[src/rtl/mem_arbiter_if.sv]
// Bus bundle tying the fetch and data requestors and the shared RAM port to the arbiter.
// The arbiter takes the master view; the surrounding CPU/RAM side takes the slave view.
interface mem_arbiter_if #(
    parameter int ADDR_W = 32,
    parameter int DATA_W = 32
);
    logic              i_req;
    logic [ADDR_W-1:0] i_addr;
    logic              i_ready;
    logic [DATA_W-1:0] i_rdata;

    logic              d_ren;
    logic              d_wen;
    logic [ADDR_W-1:0] d_addr;
    logic [DATA_W-1:0] d_wdata;
    logic              d_ready;
    logic [DATA_W-1:0] d_rdata;

    logic [ADDR_W-1:0] ram_addr;
    logic [DATA_W-1:0] ram_wdata;
    logic              ram_ren;
    logic              ram_wen;
    logic [DATA_W-1:0] ram_rdata;
    logic              ram_busy;

    logic              err;

    // Handshake: i_req / d_ren / d_wen stay high until the matching one-cycle
    // x_ready pulse; on the RAM side a strobe completes in the cycle ram_busy is low.
    modport master (
        input  i_req, i_addr, d_ren, d_wen, d_addr, d_wdata, ram_rdata, ram_busy,
        output i_ready, i_rdata, d_ready, d_rdata, ram_addr, ram_wdata, ram_ren, ram_wen, err
    );

    modport slave (
        output i_req, i_addr, d_ren, d_wen, d_addr, d_wdata, ram_rdata, ram_busy,
        input  i_ready, i_rdata, d_ready, d_rdata, ram_addr, ram_wdata, ram_ren, ram_wen, err
    );
endinterface

[src/rtl/mem_arbiter.sv]
// Two-port (fetch/data) arbiter onto one RAM port; data has fixed priority.
// Optional watchdog on ram_busy stalls is enabled by defining ARB_TIMEOUT_EN.
module mem_arbiter #(
    parameter int ADDR_W  = 32,
    parameter int DATA_W  = 32,
    parameter int TIMEOUT = 64
) (
    input  logic           clk,
    input  logic           reset,
    mem_arbiter_if.master  bus,
    output logic [1:0]     state_dbg
);
    typedef enum logic [1:0] {
        IDLE    = 2'd0,
        GRANT_I = 2'd1,
        GRANT_D = 2'd2
    } state_t;

    localparam logic [DATA_W-1:0] DEAD_WORD = DATA_W'(32'hDEADBEEF);

    state_t            state;
    logic              op_wr;
    logic [ADDR_W-1:0] addr_q;
    logic [DATA_W-1:0] wdata_q;
    logic              ren_q;
    logic              wen_q;
    logic              i_ready_q;
    logic              d_ready_q;
    logic [DATA_W-1:0] i_rdata_q;
    logic [DATA_W-1:0] d_rdata_q;

    logic              d_want;
    logic              i_want;
    logic              expire;
    logic              done;

    // A port whose ready is pulsing this cycle is still showing its old request.
    assign d_want = (bus.d_ren | bus.d_wen) & ~d_ready_q;
    assign i_want = bus.i_req & ~i_ready_q;
    assign done   = ~bus.ram_busy | expire;

`ifdef ARB_TIMEOUT_EN
    localparam int CNT_W = (TIMEOUT < 2) ? 1 : $clog2(TIMEOUT + 1);

    logic [CNT_W-1:0] tmo_cnt;
    logic             err_q;

    assign expire = bus.ram_busy && (state != IDLE) && (tmo_cnt == CNT_W'(TIMEOUT - 1));

    // Counter rests at zero in IDLE, so it starts from zero on every grant.
    always_ff @(posedge clk) begin
        if (reset) begin
            tmo_cnt <= '0;
            err_q   <= 1'b0;
        end else begin
            if (state == IDLE) begin
                tmo_cnt <= '0;
            end else if (bus.ram_busy && !expire) begin
                tmo_cnt <= tmo_cnt + CNT_W'(1);
            end
            if (expire) begin
                err_q <= 1'b1;
            end
        end
    end

    assign bus.err = err_q;
`else
    logic unused_timeout;

    assign expire         = 1'b0;
    assign unused_timeout = (TIMEOUT > 0);
    assign bus.err        = 1'b0;
`endif

    always_ff @(posedge clk) begin
        if (reset) begin
            state     <= IDLE;
            op_wr     <= 1'b0;
            addr_q    <= '0;
            wdata_q   <= '0;
            ren_q     <= 1'b0;
            wen_q     <= 1'b0;
            i_ready_q <= 1'b0;
            d_ready_q <= 1'b0;
            i_rdata_q <= '0;
            d_rdata_q <= '0;
        end else begin
            i_ready_q <= 1'b0;
            d_ready_q <= 1'b0;
            case (state)
                IDLE: begin
                    if (d_want) begin
                        // A simultaneous read+write request is serviced as a write.
                        state   <= GRANT_D;
                        addr_q  <= bus.d_addr;
                        wdata_q <= bus.d_wdata;
                        op_wr   <= bus.d_wen;
                        wen_q   <= bus.d_wen;
                        ren_q   <= ~bus.d_wen;
                    end else if (i_want) begin
                        state  <= GRANT_I;
                        addr_q <= bus.i_addr;
                        op_wr  <= 1'b0;
                        ren_q  <= 1'b1;
                    end
                end
                GRANT_I: begin
                    if (done) begin
                        state     <= IDLE;
                        ren_q     <= 1'b0;
                        i_ready_q <= 1'b1;
                        i_rdata_q <= expire ? DEAD_WORD : bus.ram_rdata;
                    end
                end
                GRANT_D: begin
                    if (done) begin
                        state     <= IDLE;
                        ren_q     <= 1'b0;
                        wen_q     <= 1'b0;
                        d_ready_q <= 1'b1;
                        if (!op_wr) begin
                            d_rdata_q <= expire ? DEAD_WORD : bus.ram_rdata;
                        end
                    end
                end
                default: begin
                    state <= IDLE;
                    ren_q <= 1'b0;
                    wen_q <= 1'b0;
                end
            endcase
        end
    end

    assign bus.ram_addr  = addr_q;
    assign bus.ram_wdata = wdata_q;
    assign bus.ram_ren   = ren_q;
    assign bus.ram_wen   = wen_q;
    assign bus.i_ready   = i_ready_q;
    assign bus.i_rdata   = i_rdata_q;
    assign bus.d_ready   = d_ready_q;
    assign bus.d_rdata   = d_rdata_q;
    assign state_dbg     = state;
endmodule

[src/flat_wrapper.sv]
// flat-port wrapper written by rule: the top's interface ports become plain ports
module mem_arbiter_flat 
#(
    parameter int ADDR_W  = 32,
    parameter int DATA_W  = 32,
    parameter int TIMEOUT = 64
)
  (clk, reset, state_dbg, bus_i_req, bus_i_addr, bus_d_ren, bus_d_wen, bus_d_addr, bus_d_wdata, bus_ram_rdata, bus_ram_busy, bus_i_ready, bus_i_rdata, bus_d_ready, bus_d_rdata, bus_ram_addr, bus_ram_wdata, bus_ram_ren, bus_ram_wen, bus_err);
  mem_arbiter_if #(.ADDR_W(ADDR_W), .DATA_W(DATA_W)) bus_i ();
  input  logic clk;
  input  logic reset;
  output logic [1:0] state_dbg;
  input wire logic [$bits(bus_i.i_req)-1:0] bus_i_req;
  input wire logic [$bits(bus_i.i_addr)-1:0] bus_i_addr;
  input wire logic [$bits(bus_i.d_ren)-1:0] bus_d_ren;
  input wire logic [$bits(bus_i.d_wen)-1:0] bus_d_wen;
  input wire logic [$bits(bus_i.d_addr)-1:0] bus_d_addr;
  input wire logic [$bits(bus_i.d_wdata)-1:0] bus_d_wdata;
  input wire logic [$bits(bus_i.ram_rdata)-1:0] bus_ram_rdata;
  input wire logic [$bits(bus_i.ram_busy)-1:0] bus_ram_busy;
  output wire logic [$bits(bus_i.i_ready)-1:0] bus_i_ready;
  output wire logic [$bits(bus_i.i_rdata)-1:0] bus_i_rdata;
  output wire logic [$bits(bus_i.d_ready)-1:0] bus_d_ready;
  output wire logic [$bits(bus_i.d_rdata)-1:0] bus_d_rdata;
  output wire logic [$bits(bus_i.ram_addr)-1:0] bus_ram_addr;
  output wire logic [$bits(bus_i.ram_wdata)-1:0] bus_ram_wdata;
  output wire logic [$bits(bus_i.ram_ren)-1:0] bus_ram_ren;
  output wire logic [$bits(bus_i.ram_wen)-1:0] bus_ram_wen;
  output wire logic [$bits(bus_i.err)-1:0] bus_err;
  assign bus_i.i_req = bus_i_req;
  assign bus_i.i_addr = bus_i_addr;
  assign bus_i.d_ren = bus_d_ren;
  assign bus_i.d_wen = bus_d_wen;
  assign bus_i.d_addr = bus_d_addr;
  assign bus_i.d_wdata = bus_d_wdata;
  assign bus_i.ram_rdata = bus_ram_rdata;
  assign bus_i.ram_busy = bus_ram_busy;
  assign bus_i_ready = bus_i.i_ready;
  assign bus_i_rdata = bus_i.i_rdata;
  assign bus_d_ready = bus_i.d_ready;
  assign bus_d_rdata = bus_i.d_rdata;
  assign bus_ram_addr = bus_i.ram_addr;
  assign bus_ram_wdata = bus_i.ram_wdata;
  assign bus_ram_ren = bus_i.ram_ren;
  assign bus_ram_wen = bus_i.ram_wen;
  assign bus_err = bus_i.err;
  mem_arbiter #(.ADDR_W(ADDR_W), .DATA_W(DATA_W), .TIMEOUT(TIMEOUT)) u_core (.clk(clk), .reset(reset), .bus(bus_i), .state_dbg(state_dbg));
endmodule
[config.mk]
export PLATFORM = sky130hd
export DESIGN_NAME = mem_arbiter_flat
export DESIGN_NICKNAME = d
export VERILOG_FILES = /design/src/rtl/mem_arbiter_if.sv /design/src/rtl/mem_arbiter.sv /design/src/flat_wrapper.sv
export SDC_FILE = /design/constraint.sdc
export NUM_CORES = 1
export LEC_CHECK = 0
export ABC_CLOCK_PERIOD_IN_PS = 1400
export CAP_MARGIN = 10
export CORE_ASPECT_RATIO = 1.5
export CORE_MARGIN = 2
export CORE_UTILIZATION = 36
export DETAILED_ROUTE_END_ITERATION = 8
export PLACE_DENSITY = 0.88
export SYNTH_ARGS = -nofsm -noshare
export SYNTH_HDL_FRONTEND = slang
export SYNTH_SLANG_ARGS = --single-unit
[constraint.sdc]
create_clock -name clk -period 1.4 [get_ports clk]
set_input_delay 0.35 -clock clk [delete_from_list [all_inputs] [get_ports clk]]
set_output_delay 0.35 -clock clk [all_outputs]
set_load 0.02 [all_outputs]
* Word-level counts from Yosys, hierarchy flattened
Index checks and enable logic that the tools add are counted.
** Cells by class
- Equality and inequality tests :: 6
- Muxes and demuxes :: 15
- Bitwise operators :: 10
- Reduce and logical (&&, ||, !) cells :: 11
** Operators by type and width (number)
- 32-bit 2-to-1 mux :: 2
- 2-bit AND reduction :: 4
- 1-bit 2-to-1 mux :: 7
- 1-bit inverter :: 7
- 2-bit 2-to-1 mux :: 3
- 3-bit AND reduction :: 2
- 2-bit OR reduction :: 3
- 2-bit inequality test, second input constant :: 2
- 2-bit one-hot mux with 2 select lines :: 1
- 3-bit by 1-bit inequality test with 1-bit output, second input constant :: 1
- 1-bit one-hot mux with 3 select lines :: 1
- 1-bit bitwise AND :: 2
- 2-bit by 1-bit equality test with 1-bit output, second input constant :: 1
- 2-bit equality test, second input constant :: 1
- 2-bit zero test :: 1
- 2-bit by 1-bit inequality test with 1-bit output, second input constant :: 1
- 1-bit one-hot mux with 2 select lines :: 1
- 2-bit nonzero test :: 1
- 1-bit OR :: 1
** Word-level totals
- Register bits after elaboration :: 135
- Input bits :: 134
- Output and inout port bits :: 135
- Logic and storage cells :: 52

* Longest topological paths before layout
- Word-level depth :: 5
- Depth in mapped cells :: 8

* Worst setup path before layout
Ideal clock, no wire load.
- Kind :: register to register
- From :: reg u_core.state[0] (netlist: u_core.state_dbg[0])
- To :: reg u_core.wdata_q[30] (netlist: u_core.bus.ram_wdata[30])
- Library setup time :: 0.070 ns
- Arrival :: 1.618 ns
- Required time :: 1.330 ns
- Setup slack :: -0.288 ns
- Cell stages (with the launch flop) :: 9
- Path buffers :: 2
- Period minus slack after synthesis :: 1.688 ns
- Cell sequence :: dfxtp_1 inv_1 ha_1 buf_2 and2b_1 o21ai_1 buf_2 nand2_1 a21oi_1
** Between the ends
- Cells in the longest elaborated chain, start to end :: 2
** RTL lines
- from (decl) :: line mem_arbiter.sv:21 : state_t state;
- from (signal assigned) :: line mem_arbiter.sv:78 : state <= IDLE;
- from (signal assigned) :: line mem_arbiter.sv:95 : state <= GRANT_D;
- from (signal assigned) :: line mem_arbiter.sv:102 : state <= GRANT_I;
- 2-bit zero test :: line mem_arbiter.sv:91 : case (state)
- 2-bit AND reduction (no line)
- to (signal assigned) :: line mem_arbiter.sv:97 : wdata_q <= bus.d_wdata;
- to (decl) :: line mem_arbiter.sv:24 : logic [DATA_W-1:0] wdata_q;
No other way between the ends.
A chain may end at the register's enable or synchronous reset.

* Final worst setup path
- From :: reg u_core.state[1] (netlist: u_core.state_dbg[1])
- To :: reg u_core.state[1] (netlist: u_core.state_dbg[1])
** Between the ends
- Cells in the longest elaborated chain, start to end :: 4
** RTL lines (line)
- 2-bit by 1-bit equality test with 1-bit output or 2-bit equality test (tied branches) :: mem_arbiter.sv:91
- 2-bit OR reduction (no line)
- 2-bit inequality test (no line)
- 2-bit AND reduction (no line)
Parallel ways exist; a longest one is shown, timed or not.

==> impl_summary.md <==
Global route
The number of global-route vias before repair came to 5,415. The total overflow left after global routing is 0. The total routing resource utilization after global routing is 22.5%.

The initial antenna violation count is 0. The first global-routing pass estimated 26,900 um of wire. Entering global routing, the biggest net connects 47 pins.

Status
The checks that failed: setup timing. The flow ran to the end, but the final reports show violations.

STA
The final setup violation count is 25. The total count of max-transition violations in the final report is 0. Setup repair after global routing could not meet its margin everywhere.

For this run, the top clock speed supported by timing is 0.694 GHz. The final worst clock skew is 0.00878 ns. In the finished design, the share of the clock period the worst path needs comes to 103%. The setup TNS is -0.307 ns. The smallest setup slack after layout is -0.0413 ns. For the finished layout, the period the worst path requires is 1.44 ns. The number of hold violations in the final report is 0.

Setup path
Walking the worst path, the cells encountered are inv_4 > ha_4 > and2b_2 > o21a_4 > buf_6 > a22oi_2 > nor2_1. Counting both buffers and inverters, the worst setup path holds a total of 2. The required time of the worst setup path is 1.69 ns. STA puts the critical path data arrival time at 1.73 ns. The largest individual stage delay along the critical path comes from the cell dfxtp_4.

The setup path with the least slack is of type flip-flop to flip-flop. The worst setup path is captured at a flip-flop. On the worst path, the slowest cell contributes a delay of 0.38 ns. The kind of cell adding the most delay to the critical path is flip-flops. The type of element launching the critical path is a flip-flop. In this run the worst path has a maximum fanout of 4.

Power and ir drop
In this run the power density over the cells is 1360 nW/um2. The worst-case IR drop observed on VDD is 0.829 mV. Summed over all cells, the static leakage comes to 3.60 nW.

Drt
After the first detailed-routing iteration, the DRC count stood at 202. For this run, design rule violations remaining after detail routing come to 0. After detailed routing, the average wire length per cell comes to 17.3 um. The final wirelength is 19,400 um.

The residual antenna-violating net count after detailed routing is 0. The number of vias in the routed layout is 5,689. The routed via count divided by cell count is 5.06. The number of iterations in the first detailed-routing pass is 4.

Floorplanning
The initial core utilization is 36.9%. Pin placement for this block handled 269 I/O pins. The area of the core region is 14,100 um2.

The initialized floorplan defines 53 standard-cell rows. In this run the horizontal extent of the chip is 102 um. The die height is 151 um. The floorplan step defined a die boundary enclosing 15,500 um2.

CTS
TritonCTS built the clock tree. The later pin in the worst-skew pair is clocked with a latency of 0.41 ns. The number of buffers created by CTS is 17. Buffers inserted to repair hold after CTS numbered 0.

No sink is reached through more buffers than the 2 on the longest clock path. The number of sinks on the clock net is 135. The cell chosen for the clock root is clkbuf_16. After clock tree synthesis, the clock-pin slew on the worst setup and hold paths is 0.06 ns. CTS built an H-tree with a depth of 4.

Synth
For this run, the number of Yosys warnings is 0. For this run, the register share of the synthesized area comes to 51.8%. Counting flops and latches in the post-synthesis netlist gives 135.

In the synthesized netlist, the number of instances is 646. In the synthesized netlist the dominant register cell turns out to be dfxtp_1. Ranked by total cell area, the synthesized netlist is headed by dfxtp_1, nand2_1, a21oi_1.

A synthesized cell averages 8.08 um2. The number of synthesized flops with an enable pin is 0. Synthesis produced a netlist with a net count of 783.

The commonest cells after synthesis are nand2_1, dfxtp_1, a21oi_1. The most repeated cell in the gate-level netlist after synthesis is nand2_1. The async set-reset flop share out of synthesis is 0%. The share of Yosys cell area claimed by the top area cell type is 51.8%. The netlist area before placement is 5220 um2. The distinct cell type count after synthesis is 30. The cell accounting for the most synthesized area is dfxtp_1.

Placed design
The count of port buffers added during placement is 267. The final weighted congestion in routability-driven placement is 0.784. The post-place setup slack is -0.499 ns.

After legalization and detailed placement, the total HPWL measured 12,100 um.

Layout
In the final design database the tool counted 1,057 nets. The layout cell share with drive strength beyond 1 is 34.3%. The area growth from synthesis to layout is 78.3%. The antenna cell count is 0.

Job
The number of maximum-capacitance violations is 0.

Hold path
In this run the worst hold path is classified as input pin to flip-flop.
## state kept, by name, summed over array words and instances, names as in the netlist
register,flops
u_core.bus.d_rdata,32
u_core.bus.d_ready,1
u_core.bus.ram_wdata,32
u_core.bus.ram_ren,1
u_core.op_wr,1
u_core.bus.ram_addr,32
u_core.bus.ram_wen,1
u_core.state_dbg,2
u_core.bus.i_rdata,32
u_core.bus.i_ready,1
## layout by cell type, fill, tap and decap left out, drive strengths merged, types with 2 or more instances in the layout
| cell | netlist | final |
|---|---|---|
| clkinv | 0 | 3 |
| clkbuf | 34 | 45 |
| nand2b | 4 | 4 |
| or3 | 32 | 32 |
| a21oi | 102 | 102 |
| inv | 3 | 10 |
| nor2b | 2 | 2 |
| dfxtp | 135 | 135 |
| nor2 | 37 | 37 |
| bufinv | 0 | 3 |
| clkdlybuf4s50 | 0 | 129 |
| dlygate4sd2 | 0 | 2 |
| ha | 3 | 3 |
| or2 | 1 | 3 |
| buf | 19 | 76 |
| a211oi | 33 | 33 |
| nand2 | 195 | 195 |
| o21ba | 1 | 2 |
| clkdlybuf4s15 | 0 | 70 |
| nand3 | 2 | 2 |
| o21ai | 35 | 35 |
## worst register-to-register path, cell delays in order, from the launching register on
cell	delay (ns)
dfxtp_4	0.38
inv_4	0.04
ha_4	0.16
and2b_2	0.22
o21a_4	0.17
buf_6	0.13
a22oi_2	0.15
nor2_1	0.07
## per-layer routing
layer  global-route usage [%]  part of all wire [%]
met5                        0                     0
met4                     11.5                   4.5
met3                     5.91                   5.4
met2                     41.4                    55
met1                     23.0                    35
## where the power goes
| part | total (mW) | switching (mW) | leakage [nW] | internal, mW |
|---|---|---|---|---|
| clock network | 4.71 | 1.80 | 0.305 | 2.91 |
| registers | 4.45 | 0.218 | 1.11 | 4.24 |
| logic | 3.47 | 1.90 | 2.19 | 1.57 |
## timing repair
item	in CTS	in global routing
setup buffers	3	2
setup endpoints to repair	231	180
endpoints found under the hold margin	0	0
gates cloned	4	5
gates resized for setup	399	167
pin swaps	1	29
## cells by family (layout without fill, tap and decap cells)
| family | after synthesis | after routing | synth area share [%] |
|---|---|---|---|
| and+or+nand+nor | 276 | 278 | 22.0 |
| adders and majority gates | 3 | 3 | 0.720 |
| buffers and inverters | 56 | 340 | 5.23 |
| DFF | 135 | 135 | 51.8 |
| other | 1 | 1 | 0.0719 |
| AOI/OAI and AO/OA | 175 | 176 | 20.2 |
## area by class of cell
cell class	instances	area, um2
well taps	192	240
flip-flops and latches	135	2710
multi-input cells	458	2730
fillers	1101	4820
repair buffers	305	2980
inverters	3	16.3
clock inverters	14	188
clock buffers	18	439
## worst paths after layout
check	endpoint	depth (start not counted)	slack (ns)	from
worst min-delay path	u_core.bus.d_ready	2	0.32	reset
worst max register to register	u_core.state_dbg[1]	7	-0.04	u_core.state_dbg[1]
worst max-delay path	u_core.state_dbg[1]	7	-0.04	u_core.state_dbg[1]
worst min register to register	u_core.bus.ram_wdata[22]	2	0.45	u_core.bus.ram_wdata[22]
## stage by stage
step	std cells	hold WS, ns	total power [mW]	util, %	cell area, um2
floorplan	646	0.464	6.17	-	5340
global placement	1079	0.440	7.61	58.4	8250
detailed placement	1079	0.446	7.68	58.4	8250
CTS	1118	0.302	12.4	64.4	9100
global route	1125	0.323	13.1	65.9	9300
finish	1125	0.321	12.6	65.9	9300
Power figures use the tool's default switching activity.
